--- config.mk ---
export PLATFORM = sky130hd
export DESIGN_NAME = mc_load_port_flat
export DESIGN_NICKNAME = d
export VERILOG_FILES = /design/src/rtl/mc_load_port_if.sv /design/src/rtl/mc_load_port.sv /design/src/flat_wrapper.sv
export SDC_FILE = /design/constraint.sdc
export NUM_CORES = 1
export LEC_CHECK = 0
export CAP_MARGIN = 10
export CORE_AREA = 5 5 85 107
export DETAILED_ROUTE_END_ITERATION = 16
export DIE_AREA = 0 0 90 112
export PLACE_DENSITY = 0.76
export SYNTH_ARGS = -nofsm -noshare
export SYNTH_HDL_FRONTEND = slang
export SYNTH_SLANG_ARGS = --single-unit
--- constraint.sdc ---
create_clock -name clk -period 3.9 [get_ports clk]
set_input_delay 0.975 -clock clk [delete_from_list [all_inputs] [get_ports clk]]
set_output_delay 0.975 -clock clk [all_outputs]
set_load 0.01 [all_outputs]
--- src/rtl/mc_load_port_if.sv ---
// Handshake bundle for mc_load_port.
// It carries the dataflow-side load address and data channels and the
// memory-controller-side ldAddr/ldData channels.
interface mc_load_port_if #(
  parameter int DATA_TYPE = 32,
  parameter int ADDR_TYPE = 32
);
  logic [ADDR_TYPE-1:0] addrIn;
  logic                 addrIn_valid;
  logic                 addrIn_ready;
  logic [DATA_TYPE-1:0] dataOut;
  logic                 dataOut_valid;
  logic                 dataOut_ready;
  logic [ADDR_TYPE-1:0] ldAddrToMC;
  logic                 ldAddrToMC_valid;
  logic                 ldAddrToMC_ready;
  logic [DATA_TYPE-1:0] ldDataFromMC;
  logic                 ldDataFromMC_valid;
  logic                 ldDataFromMC_ready;

  // View from inside the load port
  modport slave (
    input  addrIn, addrIn_valid,
    output addrIn_ready,
    output dataOut, dataOut_valid,
    input  dataOut_ready,
    output ldAddrToMC, ldAddrToMC_valid,
    input  ldAddrToMC_ready,
    input  ldDataFromMC, ldDataFromMC_valid,
    output ldDataFromMC_ready
  );

  // View from the surrounding circuit (load op plus controller)
  modport master (
    output addrIn, addrIn_valid,
    input  addrIn_ready,
    input  dataOut, dataOut_valid,
    output dataOut_ready,
    input  ldAddrToMC, ldAddrToMC_valid,
    output ldAddrToMC_ready,
    output ldDataFromMC, ldDataFromMC_valid,
    input  ldDataFromMC_ready
  );
endinterface

--- src/rtl/mc_load_port.sv ---
// mc_load_port: credit-limited load issue port in front of the memory controller.
// Addresses pass through combinationally while credit remains. Returning data is
// buffered in an in-order FIFO that is sized so the controller is never back-pressured.

// Simulation checker: the controller must never present data the FIFO cannot take.
module mc_load_port_chk (
  input logic clk,
  input logic rst,
  input logic data_valid,
  input logic data_ready
);
  a_no_overflow: assert property (@(posedge clk) disable iff (rst) !(data_valid && !data_ready));
endmodule

module mc_load_port #(
  parameter int DATA_TYPE       = 32,
  parameter int ADDR_TYPE       = 32,
  parameter int MAX_OUTSTANDING = 2
) (
  input logic            clk,
  input logic            rst,
  mc_load_port_if.slave  bus
);
  localparam int CNT_W = $clog2(MAX_OUTSTANDING + 1);
  localparam int PTR_W = (MAX_OUTSTANDING > 1) ? $clog2(MAX_OUTSTANDING) : 1;
  localparam logic [CNT_W-1:0] MAX_CNT  = CNT_W'(MAX_OUTSTANDING);
  localparam logic [PTR_W-1:0] LAST_PTR = PTR_W'(MAX_OUTSTANDING - 1);

  // FIFO pointers wrap explicitly because the depth need not be a power of two
  function automatic logic [PTR_W-1:0] next_ptr(input logic [PTR_W-1:0] ptr);
    if (ptr == LAST_PTR) begin
      return {PTR_W{1'b0}};
    end else begin
      return ptr + PTR_W'(1);
    end
  endfunction

  logic [CNT_W-1:0]     r_outstanding;
  logic [CNT_W-1:0]     r_count;
  logic [PTR_W-1:0]     r_rd_ptr;
  logic [PTR_W-1:0]     r_wr_ptr;
  logic [DATA_TYPE-1:0] r_mem [MAX_OUTSTANDING];

  logic w_credit;
  logic w_addr_ready;
  logic w_data_ready;
  logic w_out_valid;
  logic w_issue;
  logic w_enq;
  logic w_deq;

  // Credit is held until the consumer takes the data, so every issued load owns a FIFO slot
  assign w_credit     = (r_outstanding < MAX_CNT);
  assign w_addr_ready = bus.ldAddrToMC_ready && w_credit;
  assign w_data_ready = (r_count < MAX_CNT);
  assign w_out_valid  = (r_count != {CNT_W{1'b0}});

  assign w_issue = bus.addrIn_valid && w_addr_ready;
  assign w_enq   = bus.ldDataFromMC_valid && w_data_ready;
  assign w_deq   = w_out_valid && bus.dataOut_ready;

  assign bus.ldAddrToMC         = bus.addrIn;
  assign bus.ldAddrToMC_valid   = bus.addrIn_valid && w_credit;
  assign bus.addrIn_ready       = w_addr_ready;
  assign bus.ldDataFromMC_ready = w_data_ready;
  assign bus.dataOut            = r_mem[r_rd_ptr];
  assign bus.dataOut_valid      = w_out_valid;

  // Count loads issued to the controller but not yet delivered to the consumer
  always_ff @(posedge clk) begin
    if (rst) begin
      r_outstanding <= {CNT_W{1'b0}};
    end else begin
      case ({w_issue, w_deq})
        2'b10:   r_outstanding <= r_outstanding + CNT_W'(1);
        2'b01:   r_outstanding <= r_outstanding - CNT_W'(1);
        default: r_outstanding <= r_outstanding;
      endcase
    end
  end

  // Track FIFO occupancy; a simultaneous push and pop leaves it unchanged
  always_ff @(posedge clk) begin
    if (rst) begin
      r_count <= {CNT_W{1'b0}};
    end else begin
      case ({w_enq, w_deq})
        2'b10:   r_count <= r_count + CNT_W'(1);
        2'b01:   r_count <= r_count - CNT_W'(1);
        default: r_count <= r_count;
      endcase
    end
  end

  // Advance the write and read pointers on push and pop
  always_ff @(posedge clk) begin
    if (rst) begin
      r_wr_ptr <= {PTR_W{1'b0}};
      r_rd_ptr <= {PTR_W{1'b0}};
    end else begin
      if (w_enq) begin
        r_wr_ptr <= next_ptr(r_wr_ptr);
      end
      if (w_deq) begin
        r_rd_ptr <= next_ptr(r_rd_ptr);
      end
    end
  end

  // Store returning data; entries need no reset because occupancy gates their visibility
  always_ff @(posedge clk) begin
    if (w_enq && !rst) begin
      r_mem[r_wr_ptr] <= bus.ldDataFromMC;
    end
  end

  mc_load_port_chk u_chk (
    .clk        (clk),
    .rst        (rst),
    .data_valid (bus.ldDataFromMC_valid),
    .data_ready (w_data_ready)
  );
endmodule

--- src/flat_wrapper.sv ---
// flat-port wrapper written by rule: the top's interface ports become plain ports
module mc_load_port_flat 
#(
  parameter int DATA_TYPE       = 32,
  parameter int ADDR_TYPE       = 32,
  parameter int MAX_OUTSTANDING = 2
)
  (clk, rst, bus_addrIn, bus_addrIn_valid, bus_addrIn_ready, bus_dataOut, bus_dataOut_valid, bus_dataOut_ready, bus_ldAddrToMC, bus_ldAddrToMC_valid, bus_ldAddrToMC_ready, bus_ldDataFromMC, bus_ldDataFromMC_valid, bus_ldDataFromMC_ready);
  mc_load_port_if #(.DATA_TYPE(DATA_TYPE), .ADDR_TYPE(ADDR_TYPE)) bus_i ();
  input logic clk;
  input logic rst;
  input wire logic [$bits(bus_i.addrIn)-1:0] bus_addrIn;
  input wire logic [$bits(bus_i.addrIn_valid)-1:0] bus_addrIn_valid;
  output wire logic [$bits(bus_i.addrIn_ready)-1:0] bus_addrIn_ready;
  output wire logic [$bits(bus_i.dataOut)-1:0] bus_dataOut;
  output wire logic [$bits(bus_i.dataOut_valid)-1:0] bus_dataOut_valid;
  input wire logic [$bits(bus_i.dataOut_ready)-1:0] bus_dataOut_ready;
  output wire logic [$bits(bus_i.ldAddrToMC)-1:0] bus_ldAddrToMC;
  output wire logic [$bits(bus_i.ldAddrToMC_valid)-1:0] bus_ldAddrToMC_valid;
  input wire logic [$bits(bus_i.ldAddrToMC_ready)-1:0] bus_ldAddrToMC_ready;
  input wire logic [$bits(bus_i.ldDataFromMC)-1:0] bus_ldDataFromMC;
  input wire logic [$bits(bus_i.ldDataFromMC_valid)-1:0] bus_ldDataFromMC_valid;
  output wire logic [$bits(bus_i.ldDataFromMC_ready)-1:0] bus_ldDataFromMC_ready;
  assign bus_i.addrIn = bus_addrIn;
  assign bus_i.addrIn_valid = bus_addrIn_valid;
  assign bus_addrIn_ready = bus_i.addrIn_ready;
  assign bus_dataOut = bus_i.dataOut;
  assign bus_dataOut_valid = bus_i.dataOut_valid;
  assign bus_i.dataOut_ready = bus_dataOut_ready;
  assign bus_ldAddrToMC = bus_i.ldAddrToMC;
  assign bus_ldAddrToMC_valid = bus_i.ldAddrToMC_valid;
  assign bus_i.ldAddrToMC_ready = bus_ldAddrToMC_ready;
  assign bus_i.ldDataFromMC = bus_ldDataFromMC;
  assign bus_i.ldDataFromMC_valid = bus_ldDataFromMC_valid;
  assign bus_ldDataFromMC_ready = bus_i.ldDataFromMC_ready;
  mc_load_port #(.DATA_TYPE(DATA_TYPE), .ADDR_TYPE(ADDR_TYPE), .MAX_OUTSTANDING(MAX_OUTSTANDING)) u_core (.clk(clk), .rst(rst), .bus(bus_i));
endmodule
# Word level (Yosys, flattened, before mapping)
# Memory sizes are Yosys's and may differ from the RTL's. A register that Yosys moved wholly into a read port is not among the register bits.
# Cells that the tools add are included.
# W data, S select, Z words.
[word_totals]
mem_bits_rw = 64
mem_count = 1
elab_cells = 35
inputBits = 70
regBits = 6
output_inout_bits = 68
[op_classes]
mux = 8
n_eq_ne = 4
n_reduce_logical = 10
magnitude_cmp = 2
n_addsub = 6
[mem_list]
columns = ["name", "words", "word_bits", "read_ports", "rd_clocked_by_memory_dff", "write_ports", "line_no", "rtl"]
rows = [
  ["u_core.r_mem", 2, 32, 1, 1, 1, "mc_load_port.sv:42", "logic [DATA_TYPE-1:0] r_mem [MAX_OUTSTANDING];"],
]
[op_table]
columns = ["cell", "n"]
rows = [
  ["$pmux W2 S2", 2],
  ["$logic_and A1 B1 Y1", 6],
  ["$mux W1", 6],
  ["$reduce_bool A2 Y1", 3],
  ["$add A2 B1 Y2 const B", 2],
  ["$eq A2 B1 Y1 const B", 2],
  ["$eq A2 B2 Y1 const B", 2],
  ["$lt A2 B2 Y1 const B", 2],
  ["$sub A2 B1 Y2 const B", 2],
  ["$add A1 B1 Y1 const B", 2],
  ["$logic_not A1 Y1", 1],
]

# Longest topological paths before layout
[logic_depth]
depth_word = 5
ltp_mapped = 6
depth_no_buf = 6

# Least setup slack after synthesis
# OpenSTA, ideal clock, no wires.
[synth_path]
path_type = "input to register"
from = "input port rst"
to = "memory u_core.r_mem[1][0], enable pin"
setup_slack_ns = -0.150
arrival_time_ns = 3.582
path_stages = 2
setup_ns = 0.468
n_path_buf = 1
t_required_ns = 3.432
cell_sequence = "clkbuf_1 -> nor3b_1"
[synth_via]
elab_chain_len = 4
[synth_rtl]
columns = ["item", "line_no", "rtl"]
rows = [
  ["start: declaration", "flat_wrapper.sv:11", "input logic rst;"],
  ["$logic_not A1 Y1", "mc_load_port.sv:112", "if (w_enq && !rst) begin"],
  ["$logic_and A1 B1 Y1", "mc_load_port.sv:112", ""],
  ["$mux W1", "mc_load_port.sv:112", ""],
  ["$mux W1 (implied by the code)", "mc_load_port.sv:113", "r_mem[r_wr_ptr] <= bus.ldDataFromMC;"],
  ["end: declaration", "mc_load_port.sv:42", ""],
]
# No other way between the ends.

==> results.ini <==
[worst_setup_path]
critical_path_arrival_ns = 2.21
reg2reg_setup_slack_ns = 2.08
critical_path.endpoint_type = output port
critPathKind = flop to output port
crit_chain = buf_12 -> mux2_2 -> clkdlybuf4s50_1
crit_path_top_delay_cell = dfxtp_1
worst_path_largest_cell_delay_ns = 0.78
crit_path_start_kind = flop
path_delay_family = flip-flops
critPathMaxFanout = 19
critPathRequiredTime_ns = 2.92
critical_path_buf_inv_count = 2

[detailed_routing]
dr.first_iter.drc_count = 40
detail_route.drc_violations = 0
post_drt_wl_per_cell_um = 15.9
drt-total-wl_mm = 5.13
route.vias.total = 1465
ant_nets = 0
via_per_inst = 4.55
dr.pass1.iters = 4

[synthesis]
synth_nets = 240
netlist_instances = 168
synth.yosys.warnings = 0
synthDistinctLibCells = 21
synth_area_sq_um = 2870
synth-seq-cells = 71
synth.yosys.seq_area_share_pct = 71.7
synth_area_per_cell_sq_um = 17.1

[layout]
seqCellArea_sq_um = 2060
nFillCells = 725
antenna_cells = 0
num-nets-final = 292
drive_gt1_share_pct = 23.1
layout-area-overhead-vs-synth_pct = 29.5
multiInputGateArea_sq_um = 554
final_core_utilization_pct = 46.5

[power_and_ir_drop]
power.switching_w = 0.000573
worst_ir_drop_vdd_mv = 0.292
total_leakage_power_nw = 1.26
pwr-share-seq_pct = 44.5
power.total_w = 0.00223
pwr-share-comb_pct = 29.6
cell_internal_pwr_w = 0.00166
p_per_area_nw_per_um2 = 601
fraction_of_power_consumed_by_the_clock_network_pct = 25.9
sw_frac_of_total_pct = 25.7

[die]
top_level_ports = 138
die_height_um = 112
design.die.area_sq_um = 10100
floorplan.rows = 37
core_sq_um = 8010
chipWidth_um = 90
initial_utilization_pct = 35.9

[clock_network]
cts_hold_buffers = 0
numCtsBuffers = 9
h_tree_levels = 3
cts-root-to-sink-buffers = 2
tritoncts = yes
clk_root_buffer_cell = clkbuf_8
cts.sinks = 71
cts_repair_resize_count = 0
clkLatencyLatePin_ns = 0.33
path_clk_slew_ns = 0.07
cts_setup_buffers = 0

[hold_path]
hold_path_class = flop to flop

[sta]
final-max-slew-violation-count = 0
finalCritPeriodShare_pct = 81.7
finalSetupTns_ns = 0
worst_slew_margin_rel_pct = 53.2
fmax_ghz = 0.314
timing.clock.skew_ns = 0.00641
max_slew.worst_pin.slew_ns = 0.702
hold_viol_final = 0
rsz_0062_raised_after_global_routing = no
report.final.setup_viol = 0
shortest_period_the_worst_path_allows_ns = 3.19

[flow_run]
max_cap_viol = 0

[global_route]
global_route.overflow_total = 0
grt_antenna_before_repair = 0
grt.total_usage_pct = 10.7
grt_first_pass_wirelength_mm = 8.47
grt_start_max_net_pins = 20
first_global_vias = 1722

[place]
port_buffers = 73
dp_hpwl_mm = 3.52
gp_routability_congestion = 0.642

[run_status]
outcome = completed

[cell usage after synthesis, drive strengths merged]
cell type | instances | area, sq um
ha | 2 | 25.0
xnor2 | 3 | 26.3
or2 | 1 | 6.26
inv | 1 | 3.75
mux2 | 32 | 360
or3 | 2 | 12.5
nor3 | 1 | 5.00
nor2 | 5 | 18.8
dfxtp | 7 | 140
nand2 | 1 | 3.75
clkbuf | 2 | 7.51
xor2 | 3 | 26.3
nor2b | 2 | 12.5
nand2b | 1 | 6.26
edfxtp | 64 | 1920
o21ai | 2 | 10.0
a21oi | 2 | 10.0
o21a | 1 | 7.51
buf | 35 | 263
nor3b | 1 | 7.51
[final cells by class]
type | count | share of cell area (%)
Clock buffer | 12 | 4.17
Sequential cell | 71 | 55.4
Tap cell | 97 | 3.26
Multi-Input combinational cell | 59 | 14.9
Timing Repair Buffer | 78 | 21.0
Clock inverter | 4 | 1.18
Inverter | 1 | 0.101
[cell families after synthesis]
logic type | share of synthesized area [%]
AOI/OAI and AO/OA | 0.958
xor gates and xnor gates | 1.83
adders and majority gates | 0.871
buffers and inverters | 9.53
DFF | 71.7
muxes | 12.5
and+or+nand+nor | 2.53
[through the flow]
step | hold WS [ns] | cell area (sq um) | cells | worst slack (ns)
floorplan | 0.472 | 2880 | 168 | 0.00773
global placement | 0.491 | 3520 | 306 | 0.787
detailed placement | 0.502 | 3520 | 306 | 0.756
CTS | 0.514 | 3720 | 322 | 0.631
global route | 0.559 | 3720 | 322 | 0.581
finish | 0.509 | 3720 | 322 | 0.713
[worst min-delay path, delay by kind of cell, from the launching register on]
family | cells | cell delay [ns]
DFF | 1 | 0.33
AOI/OAI and AO/OA | 2 | 0.13
[flip-flops by register name (all words and copies together), names as in the netlist, named ones only]
name                  count
u_core.r_mem             64
u_core.r_count            2
u_core.r_outstanding      2
u_core.r_rd_ptr           1
u_core.r_wr_ptr           1
[cells in the final DEF, fill, tap and decap left out]
master / instances
clkdlybuf4s50_1: 73
edfxtp_1: 64
mux2_2: 30
clkbuf_8: 11
dfxtp_1: 7
nor2_1: 5
buf_4: 4
xnor2_1: 3
xor2_1: 3
nor2b_1: 2
mux2_1: 2
o21ai_0: 2
or3_1: 2
a21oi_1: 2
ha_1: 2
clkinv_2: 2
o21a_1: 1
inv_1: 1
or2_2: 1
nand2_1: 1
nand2b_1: 1
nor3b_4: 1
nor3_2: 1
clkbuf_1: 1
clkinv_1: 1
bufinv_16: 1
buf_12: 1
[power groups by stage]
stage               clock, W  combinational, W  sequential, W
finish              0.000580          0.000662       0.000993
global route        0.000640          0.000713        0.00101
CTS                 0.000603          0.000681       0.000996
detailed placement         0          0.000677        0.00101
global placement           0          0.000662        0.00101
floorplan                  0          0.000400       0.000982
[worst paths after layout]
| kind | cells past startpoint | from | endpoint |
|---|---|---|---|
| max | 3 | flop | bus_dataOut[31] |
| min | 2 | u_core.r_outstanding[1] | u_core.r_outstanding[1] |
| max reg2reg | 3 | u_core.r_count[1] | u_core.r_mem[1][4] |
| min reg2reg | 2 | u_core.r_outstanding[1] | u_core.r_outstanding[1] |
[metal layers]
layer / track usage [%] / vias up / wire length, um
li1: - / 685 / -
met3: 4.26 / 13 / 376
met1: 10.6 / 717 / 1870
met5: 0 / - / 0
met2: 18.8 / 50 / 2770
met4: 6.26 / 0 / 108
Note: power is estimated with default switching activity, not from simulation.
